## config.mk

```make
export PLATFORM = sky130hd
export DESIGN_NAME = sprite_rom_arbiter
export DESIGN_NICKNAME = d
export VERILOG_FILES = /design/src/rtl/sprite_rom_arbiter.sv
export SDC_FILE = /design/constraint.sdc
export NUM_CORES = 1
export LEC_CHECK = 0
export ABC_AREA = 0
export BUFFER_PORTS_ARGS = -buffer_cell sky130_fd_sc_hd__buf_2
export CAP_MARGIN = 20
export CORE_ASPECT_RATIO = 1.4
export CORE_MARGIN = 2
export CORE_UTILIZATION = 41
export DETAILED_ROUTE_END_ITERATION = 10
export GPL_TIMING_DRIVEN = 0
export PLACE_DENSITY = 0.86
export SLEW_MARGIN = 25
export SYNTH_ARGS = -nofsm -noshare
export SYNTH_HDL_FRONTEND = slang
export SYNTH_SLANG_ARGS = --single-unit
```

## constraint.sdc

```tcl
create_clock -name clk -period 2.1 [get_ports clk]
set_clock_uncertainty 0.1 [all_clocks]
set_input_delay 0.105 -clock clk [delete_from_list [all_inputs] [get_ports clk]]
set_output_delay 0.105 -clock clk [all_outputs]
set_load 0.05 [all_outputs]
```

## src/rtl/sprite_rom_arbiter.sv

```systemverilog
// Shares one synchronous sprite ROM read port among NREQ sprite controllers and tags returned words with the owner index.
// Define ARB_ROUND_ROBIN_EN for round-robin arbitration; the default build uses fixed priority (index 0 highest).
module sprite_rom_arbiter #(
  parameter int NREQ    = 4,
  parameter int AW      = 15,
  parameter int DW      = 8,
  parameter int ROM_LAT = 2,
  parameter int IDW     = 3
) (
  input  logic               clk,
  input  logic               rst,
  input  logic               frame_start,
  input  logic [NREQ-1:0]    req,
  input  logic [NREQ*AW-1:0] req_addr,
  output logic [NREQ-1:0]    grant,
  output logic [AW-1:0]      rom_addr,
  output logic               rom_rden,
  input  logic [DW-1:0]      rom_q,
  output logic               rd_valid,
  output logic [IDW-1:0]     rd_id,
  output logic [DW-1:0]      rd_data,
  output logic [15:0]        miss_cnt
);

  localparam int NPAD = 1 << IDW;

  logic [NPAD-1:0] req_pad;
  logic [IDW-1:0]  win_idx;
  logic            win_any;
  logic [AW-1:0]   win_addr;
  logic            miss;

  assign req_pad = NPAD'(req);

`ifdef ARB_ROUND_ROBIN_EN
  logic [IDW-1:0] ptr;
  logic [IDW:0]   cand;

  // Search starts at the pointer and wraps at NREQ, not at 2^IDW.
  always_comb begin
    win_idx = '0;
    win_any = 1'b0;
    cand    = '0;
    for (int k = 0; k < NREQ; k++) begin
      cand = {1'b0, ptr} + (IDW+1)'(k);
      if (cand >= (IDW+1)'(NREQ)) cand = cand - (IDW+1)'(NREQ);
      if (!win_any && req_pad[cand[IDW-1:0]]) begin
        win_any = 1'b1;
        win_idx = cand[IDW-1:0];
      end
    end
  end

  // A grant in the frame_start cycle still uses the old pointer.
  always_ff @(posedge clk) begin
    if (rst) begin
      ptr <= '0;
    end else if (frame_start) begin
      ptr <= '0;
    end else if (win_any) begin
      ptr <= (win_idx == IDW'(NREQ-1)) ? '0 : win_idx + IDW'(1);
    end
  end
`else
  always_comb begin
    win_idx = '0;
    win_any = |req;
    for (int k = NREQ-1; k >= 0; k--) begin
      if (req[k]) win_idx = IDW'(k);
    end
  end
`endif

  always_comb begin
    grant = '0;
    if (win_any) grant = NREQ'(1) << win_idx;
  end

  always_comb begin
    win_addr = '0;
    for (int k = 0; k < NREQ; k++) begin
      if (win_idx == IDW'(k)) win_addr = req_addr[k*AW +: AW];
    end
  end

  assign miss = |(req & ~grant);

  always_ff @(posedge clk) begin
    if (rst) begin
      rom_addr <= '0;
      rom_rden <= 1'b0;
    end else begin
      rom_rden <= win_any;
      if (win_any) rom_addr <= win_addr;
    end
  end

  // Tag stage ROM_LAT lines up with rom_q for the same read.
  logic [ROM_LAT:0] tag_vld;
  logic [IDW-1:0]   tag_id [ROM_LAT+1];

  always_ff @(posedge clk) begin
    if (rst) begin
      tag_vld <= '0;
      for (int k = 0; k <= ROM_LAT; k++) tag_id[k] <= '0;
    end else begin
      tag_vld   <= {tag_vld[ROM_LAT-1:0], win_any};
      tag_id[0] <= win_idx;
      for (int k = 1; k <= ROM_LAT; k++) tag_id[k] <= tag_id[k-1];
    end
  end

  always_ff @(posedge clk) begin
    if (rst) begin
      rd_valid <= 1'b0;
      rd_id    <= '0;
      rd_data  <= '0;
    end else if (tag_vld[ROM_LAT]) begin
      rd_valid <= 1'b1;
      rd_id    <= tag_id[ROM_LAT];
      rd_data  <= rom_q;
    end else begin
      rd_valid <= 1'b0;
    end
  end

  // A miss in the frame_start cycle counts toward the new frame.
  always_ff @(posedge clk) begin
    if (rst) begin
      miss_cnt <= '0;
    end else if (frame_start) begin
      miss_cnt <= miss ? 16'd1 : 16'd0;
    end else if (miss && miss_cnt != 16'hFFFF) begin
      miss_cnt <= miss_cnt + 16'd1;
    end
  end

endmodule

```

==> results of run 1 <==
-- flip-flops by register name, indices dropped and copies added (netlist names) --
signal,cells
tag_id,6
tag_vld,3
rd_id,2
miss_cnt,16
rd_data,8
rd_valid,1
rom_addr,15
-- cell usage in the layout (no fill, tap or decap), types with 2 or more instances in the layout --
master,n
sky130_fd_sc_hd__nor3_1,2
sky130_fd_sc_hd__clkbuf_1,14
sky130_fd_sc_hd__buf_2,120
sky130_fd_sc_hd__nor2_1,17
sky130_fd_sc_hd__nand4_1,3
sky130_fd_sc_hd__o21ai_0,8
sky130_fd_sc_hd__o41ai_1,2
sky130_fd_sc_hd__nor2b_1,25
sky130_fd_sc_hd__o31ai_1,8
sky130_fd_sc_hd__dlygate4sd3_1,38
sky130_fd_sc_hd__dfxtp_1,45
sky130_fd_sc_hd__a22oi_1,15
sky130_fd_sc_hd__o221ai_1,14
sky130_fd_sc_hd__clkbuf_8,5
sky130_fd_sc_hd__a211oi_1,2
sky130_fd_sc_hd__buf_1,4
sky130_fd_sc_hd__inv_1,3
sky130_fd_sc_hd__or4_4,2
sky130_fd_sc_hd__or2_2,2
sky130_fd_sc_hd__nand3_1,6
sky130_fd_sc_hd__or4_1,7
sky130_fd_sc_hd__clkinv_4,2
sky130_fd_sc_hd__mux2i_1,11
sky130_fd_sc_hd__dfxtp_4,6
sky130_fd_sc_hd__buf_4,6
sky130_fd_sc_hd__nand2_1,41
sky130_fd_sc_hd__or3_1,5
sky130_fd_sc_hd__and3_1,2
sky130_fd_sc_hd__a21oi_1,29
-- stage by stage --
step	TNS [ns]	setup slack [ns]	power, W	hold WS [ns]	util [%]
final	0	0.0600	0.00213	0.0190	63.1
after global routing	-0.108	-0.0543	0.00222	0.0360	63.1
after CTS	0	0.0484	0.00213	0.00653	62.7
after detailed placement	0	0.0708	0.00146	0.230	54.5
after global placement	0	0.0997	0.00145	0.221	54.5
after floorplan	0	0.0318	0.00131	0.134	-
-- metal layers --
layer | part of all wire, % | wire length, um | global-route usage, %
met5 | 0 | 0 | 0
met4 | 3.1 | 244 | 11.6
met3 | 8.0 | 637 | 4.55
met2 | 50 | 4000 | 41.5
met1 | 38 | 3040 | 25.4
-- worst min-delay path by stage --
stage            startpoint           end  slack [ns]
3_5_place_dp   req_addr[52]   rom_addr[7]        0.23
2_1_floorplan  req_addr[58]  rom_addr[13]        0.13
6_report             req[2]  tag_id[0][1]        0.02
5_1_grt              req[2]  tag_id[0][1]        0.04
4_1_cts              req[2]  tag_id[0][1]       0.007
3_3_place_gp   req_addr[56]  rom_addr[11]        0.22
-- worst max-delay path, stage by stage (launching register included) --
cell and delay (ns):
sky130_fd_sc_hd__dfxtp_4 0.38, sky130_fd_sc_hd__nand4_1 0.15, sky130_fd_sc_hd__or4_1 0.52, sky130_fd_sc_hd__buf_4 0.18, sky130_fd_sc_hd__or4_1 0.50, sky130_fd_sc_hd__a21oi_1 0.14
-- repair_timing --
item / in CTS / in global routing
hold endpoints to repair: 24 / 0
setup endpoints to repair: 0 / 4
hold buffers: 38 / 0
setup buffers: 0 / 3
gates resized for setup: 0 / 5
-- report_power, final --
part	total [W]	leakage (nW)	switching, W	internal [W]
combinational	0.000490	1.15	0.000297	0.000193
sequential	0.00102	0.421	0.0000228	0.00100
clock	0.000613	0.0502	0.000366	0.000248
-- logic make-up (layout without fill, tap and decap cells) --
kind of cell,count (synthesis),after routing,share of synthesized area (%)
DFF,51,51,41.8
other,1,1,0.154
and+or+nand+nor,122,122,25.9
muxes,11,11,4.51
buffers and inverters,26,193,4.46
AOI/OAI and AO/OA,83,83,22.6
adders and majority gates,1,1,0.512
-- cell type report --
class	instances	area share (%)
Clock inverter	3	0.783
Sequential cell	51	28.4
Inverter	3	0.306
Tap cell	70	2.38
Buffer	22	2.59
Clock buffer	5	1.87
Timing Repair Buffer	160	27.2
Multi-Input combinational cell	218	36.5
==> flow_metrics.tcl, run 1 <==
set metrics [dict create \
    dpl.cell_count 484 \
    power.ir.vdd_worst_mv 0.375 \
    detail_route.vias_per_cell 5.53 \
    final_period_minus_worst_setup_slack_ns 2.04 \
    drt_drc_violations_left 0 \
    synthesis.nets 371 \
    synth_flop_cell "sky130_fd_sc_hd__dfxtp_1" \
    antenna_found_initial 0 \
    critPathMaxFanout 10 \
    cts-buffers-inserted 5 \
    synth_top_cell_by_area "sky130_fd_sc_hd__dfxtp_1" \
    synth.top_cells.by_area "sky130_fd_sc_hd__dfxtp_1 (42%), sky130_fd_sc_hd__nor2b_1 (6.4%), sky130_fd_sc_hd__nand2_1 (6.3%)" \
    crit_path_end_kind "register" \
    hpwl_um 5200 \
    diodes 0 \
    min_path_type "in2reg" \
    status "completed" \
    drt-wirelength-per-cell_um 14.9 \
    h-tree-depth 2 \
    crit_start "miss_cnt[3]" \
    netlist_top_cells_count "sky130_fd_sc_hd__dfxtp_1 (51), sky130_fd_sc_hd__nand2_1 (41), sky130_fd_sc_hd__a21oi_1 (30), sky130_fd_sc_hd__nor2b_1 (25), sky130_fd_sc_hd__nor2_1 (17)" \
    placement.io_buffers 119 \
    dpl-instance-area_um2 3170 \
    die_area_um2 6600 \
    first_pass_grt_wire_length_um 12200 \
    synth-async-reset-ratio_pct 0 \
    grtUsageTotal_pct 22.9 \
    r2r-end "miss_cnt[11]" \
    ys.warnings.count 0 \
    placementRows 33 \
    place_congestion 0.824 \
    synth.avg_cell_area_um2 8.27 \
    synthDominantCellAreaShare_pct 41.8 \
    clkSlewWorstSetupHoldPaths_ns 0.11 \
    critical_path_required_ns 2.25 \
    setup.worst_path.end "miss_cnt[11]" \
    tritoncts "built" \
    max_cap_violations 0 \
    firstDrtPassIters 5 \
    drt_iter0_markers 146 \
    nFillCells 485 \
    vias 2943 \
    clk-insertion-delay-late_ns 0.31 \
    globalRoute.totalOverflow 0 \
    num_io_pins 123 \
    rsz0062_at_grt "true" \
    synth_area_um2 2440 \
    seq_area_frac_synth_pct 41.8 \
    setup_viol 0 \
    number_of_synthesized_flops_with_an_enable_pin 0 \
    setup_cp_type "reg2reg" \
    chipWidth_um 69.2 \
    synthesis.instances 295 \
    yosys.cell_types.count 39 \
    cellLeakagePower_nw 1.62 \
    final_net_count 537 \
    area.sequential_um2 1040 \
    multi_input_area_um2 1340 \
    final_cells 532 \
    tightestPinTransition_ns 0.746 \
    final.period_utilization_pct 97.1 \
    post-route-cell-area_um2 3670 \
    setup.reg_to_reg.worst_slack_ns 0.06 \
    worst-r2r-cell-count 5 \
    final_layout_size_suffix_gt1_share_pct 33.1 \
    arrival_ns 2.19 \
    wirelength_um 7920 \
    chipHeight_um 95.3 \
    worst_slew_margin_rel_pct 49.8 \
    timing_max_transition_violations_final 0 \
    post-synth-top-count-cell "sky130_fd_sc_hd__dfxtp_1" \
    ys_seq_elements 51 \
    cts_num_sinks 51 \
    power_density_nw_per_um2 579 \
    initial_core_util_pct 41.9 \
    via_count_of_the_first_global_routing_pass 2740 \
    worst_hold_path.num_cells 3 \
    layout-area-overhead-vs-synth_pct 50.5 \
    max_clock_freq_ghz 0.490 \
    ant_nets 0 \
    startpoint_kind_of_the_worst_setup_timing_path "register" \
    timing.rr.start "miss_cnt[3]" \
    root_buffer "sky130_fd_sc_hd__clkbuf_8" \
    cts_buffer_depth 2 \
    grt_max_degree 19 \
    final_hold_viol_count 0 \
    design.core.area_um2 5820 \
]
Note: power is estimated with default switching activity, not from simulation.
==> run 2, diff against run 1 <==
--- a/config.mk
+++ b/config.mk
@@ -5,12 +5,12 @@
 export SDC_FILE = /design/constraint.sdc
 export NUM_CORES = 1
 export LEC_CHECK = 0
-export ABC_AREA = 0
+export ABC_AREA = 1
 export BUFFER_PORTS_ARGS = -buffer_cell sky130_fd_sc_hd__buf_2
 export CAP_MARGIN = 20
 export CORE_ASPECT_RATIO = 1.4
 export CORE_MARGIN = 2
-export CORE_UTILIZATION = 41
+export CORE_UTILIZATION = 42
 export DETAILED_ROUTE_END_ITERATION = 10
 export GPL_TIMING_DRIVEN = 0
 export PLACE_DENSITY = 0.86
==> flow_metrics.tcl, run 2 <==
set metrics [dict create \
    status "completed" \
    chipHeight_um 97.2 \
    largest_reg_flops 16 \
    crit_start "miss_cnt[0]" \
    critical_path.n_buffers_inverters 2 \
    synth_top_cell_by_area "sky130_fd_sc_hd__dfxtp_1" \
    final.setup.worst_slack_ns 0.328 \
    seq_area_frac_synth_pct 39.2 \
    wirelength_um 7420 \
    rsz0062_at_grt "false" \
    detailedPlace.worstSlack_ns 0.366 \
    min_path_type "in2reg" \
    placementRows 33 \
    critPathMaxFanout 10 \
    synth.avg_cell_area_um2 6.75 \
    worst_slew_margin_rel_pct 64.7 \
    end_point_of_the_most_critical_hold_path "rom_addr[4]" \
    timing_max_transition_violations_final 0 \
    clk-insertion-delay-late_ns 0.30 \
    critPathTopFamily "simple AND/OR/NAND/NOR gates" \
    final_net_count 597 \
    final_period_minus_worst_setup_slack_ns 1.77 \
    final.period_utilization_pct 84.4 \
    firstDrtPassIters 4 \
    tightestPinTransition_ns 0.528 \
    design.core.area_um2 5950 \
    h-tree-depth 2 \
    placement.io_buffers 120 \
    final_layout_size_suffix_gt1_share_pct 33.3 \
    post-synth-top-count-cell "sky130_fd_sc_hd__nand2_1" \
    drt_iter0_markers 142 \
    tritoncts "built" \
    synth_area_um2 2600 \
    mostFrequentLayoutCell "sky130_fd_sc_hd__buf_2" \
    die_area_um2 6850 \
    num_io_pins 123 \
    synthesis.instances 386 \
    worst-r2r-cell-count 10 \
    critical-path-slowest-cell "sky130_fd_sc_hd__dfxtp_1" \
    grt_max_degree 19 \
    initial_core_util_pct 43.8 \
    ys_seq_elements 51 \
    postCtsResizedCells 0 \
    vias 2954 \
    place_congestion 0.882 \
    startpoint_kind_of_the_worst_setup_timing_path "register" \
    max_clock_freq_ghz 0.564 \
    netlist_top_cells_count "sky130_fd_sc_hd__nand2_1 (80), sky130_fd_sc_hd__nor2_1 (62), sky130_fd_sc_hd__dfxtp_1 (51), sky130_fd_sc_hd__inv_1 (40), sky130_fd_sc_hd__nand3_1 (34)" \
    hold_ws_ns 0.0139 \
    synthDominantCellAreaShare_pct 39.2 \
    drt_drc_violations_left 0 \
    setup-tns-final_ns 0 \
    fin_total_pwr_w 0.00210 \
    nFillCells 561 \
    cts_num_sinks 51 \
    power.ir.vdd_worst_mv 0.374 \
    chipWidth_um 70.5 \
    root_buffer "sky130_fd_sc_hd__clkbuf_8" \
    antenna_found_initial 0 \
    synth_flop_cell "sky130_fd_sc_hd__dfxtp_1" \
    arrival_ns 1.91 \
    grtUsageTotal_pct 21.0 \
    drt-wirelength-per-cell_um 12.5 \
    mostFrequentLayoutCells "sky130_fd_sc_hd__buf_2 (124), sky130_fd_sc_hd__nand2_1 (80), sky130_fd_sc_hd__nor2_1 (62)" \
    ant_nets 0 \
    first_pass_grt_wire_length_um 11900 \
    final_hold_viol_count 0 \
    largest_register "miss_cnt" \
    cts_buffer_depth 2 \
    via_count_of_the_first_global_routing_pass 2721 \
    clkSlewWorstSetupHoldPaths_ns 0.10 \
    r2r-end "miss_cnt[2]" \
    layout-area-overhead-vs-synth_pct 33.2 \
    path_cells "ha_1 -> nand2_1 -> nor2_2 -> nand2_2 -> clkinv_2 -> nand2_2 -> nand2_4 -> buf_6 -> nand3_1 -> a21oi_1" \
    crit_path_end_kind "register" \
    setup.reg_to_reg.worst_slack_ns 0.33 \
    cellLeakagePower_nw 1.78 \
    timing.rr.start "miss_cnt[0]" \
    synthesis.nets 462 \
    globalRoute.totalOverflow 0 \
    yosys.cell_types.count 31 \
    critical_path_required_ns 2.24 \
    detail_route.vias_per_cell 4.99 \
    crit_path_frequent_cell "sky130_fd_sc_hd__nand2_2" \
    synth.top_cells.by_area "sky130_fd_sc_hd__dfxtp_1 (39%), sky130_fd_sc_hd__nand2_1 (12%), sky130_fd_sc_hd__nor2_1 (8.9%)" \
    synth-async-reset-ratio_pct 0 \
    hpwl_um 5820 \
    setup_viol 0 \
    dpl.cell_count 576 \
    number_of_synthesized_flops_with_an_enable_pin 0 \
    final_cells 592 \
    top_regs "miss_cnt: 16 flops, rom_addr: 15 flops, rd_data: 8 flops" \
    worstHoldStart "req_addr[4]" \
    power_density_nw_per_um2 606 \
    diodes 0 \
    max_cap_violations 0 \
    cp_slowest_stage_delay_ns 0.44 \
    ys.warnings.count 0 \
    setup_cp_type "reg2reg" \
    cts-buffers-inserted 5 \
    worst_hold_path.num_cells 5 \
]
==> run 2: cell types whose count changed in the layout (fill, tap and decap cells not counted), sizes merged, moves of 15 or more <==
cell and delta:
a22oi -15, dlygate4sd3 -30, inv +39, nand2 +47
nand3 +28, nand4 +19, nor2 +49, nor2b -25
==> run 2: worst max path at each step <==
stage / slack, ns / end / cells after the start
final: 0.33 / miss_cnt[2] / 10
after global routing: 0.1 / miss_cnt[12] / 8
after CTS: 0.34 / miss_cnt[7] / 10
after detailed placement: 0.37 / miss_cnt[0] / 10
after global placement: 0.39 / miss_cnt[12] / 8
after floorplan: 0.15 / miss_cnt[7] / 10
==> run 2: where the power goes <==
| part | switching, W | internal, W |
|---|---|---|
| clock network | 0.000341 | 0.000245 |
| logic | 0.000326 | 0.000156 |
| registers | 0.0000217 | 0.00101 |
==> run 2: worst reg2reg max path, cell delays in order, from the launching register on <==
cell and delay (ns):
sky130_fd_sc_hd__dfxtp_1 0.44, sky130_fd_sc_hd__ha_1 0.21, sky130_fd_sc_hd__nand2_1 0.09, sky130_fd_sc_hd__nor2_2 0.16
sky130_fd_sc_hd__nand2_2 0.11, sky130_fd_sc_hd__clkinv_2 0.07, sky130_fd_sc_hd__nand2_2 0.07, sky130_fd_sc_hd__nand2_4 0.09
sky130_fd_sc_hd__buf_6 0.14, sky130_fd_sc_hd__nand3_1 0.08, sky130_fd_sc_hd__a21oi_1 0.15
==> run 2: what timing repair did <==
action                                 in CTS  in global routing
hold buffers                                8                  0
endpoints found under the hold margin       8                  0
buffers inserted                            0                  0
==> run 2: per-stage QoR <==
step           area, um2  util, %
2_1_floorplan       2600        -
3_3_place_gp        3290     55.4
3_5_place_dp        3290     55.4
4_1_cts             3470     58.3
5_1_grt             3470     58.3
6_report            3470     58.3
==> run 2: cells by family (layout without fill, tap and decap cells) <==
kind of cell	Yosys count	in the layout	synth area share, %
AND/OR/NAND/NOR	228	228	40.1
buffers and inverters	60	196	9.99
flip-flops	51	51	39.2
AO/OA/AOI/OAI	44	44	9.71
adder cells (fa/ha/maj)	1	1	0.480
other	1	1	0.144
XOR/XNOR	1	1	0.336
==> run 2: cell type report <==
cell class	count	area (um2)	share of cell area [%]
plain buffers	16	93.8	2.71
clock inverters	3	27.5	0.794
multi-input cells	275	1320	38.1
well taps	70	87.6	2.53
repair buffers	128	681	19.6
flip-flops and latches	51	1020	29.4
inverters	44	166	4.80
clock buffers	5	68.8	1.98
==> run 2: metal layers <==
metal / GRT usage (%) / vias up / part of all wire (%)
met5: 0 / - / 0
li1: - / 1499 / -
met1: 22.1 / 1317 / 38
met3: 5.39 / 13 / 8.3
met2: 40.2 / 125 / 52
met4: 5.52 / 0 / 1.6
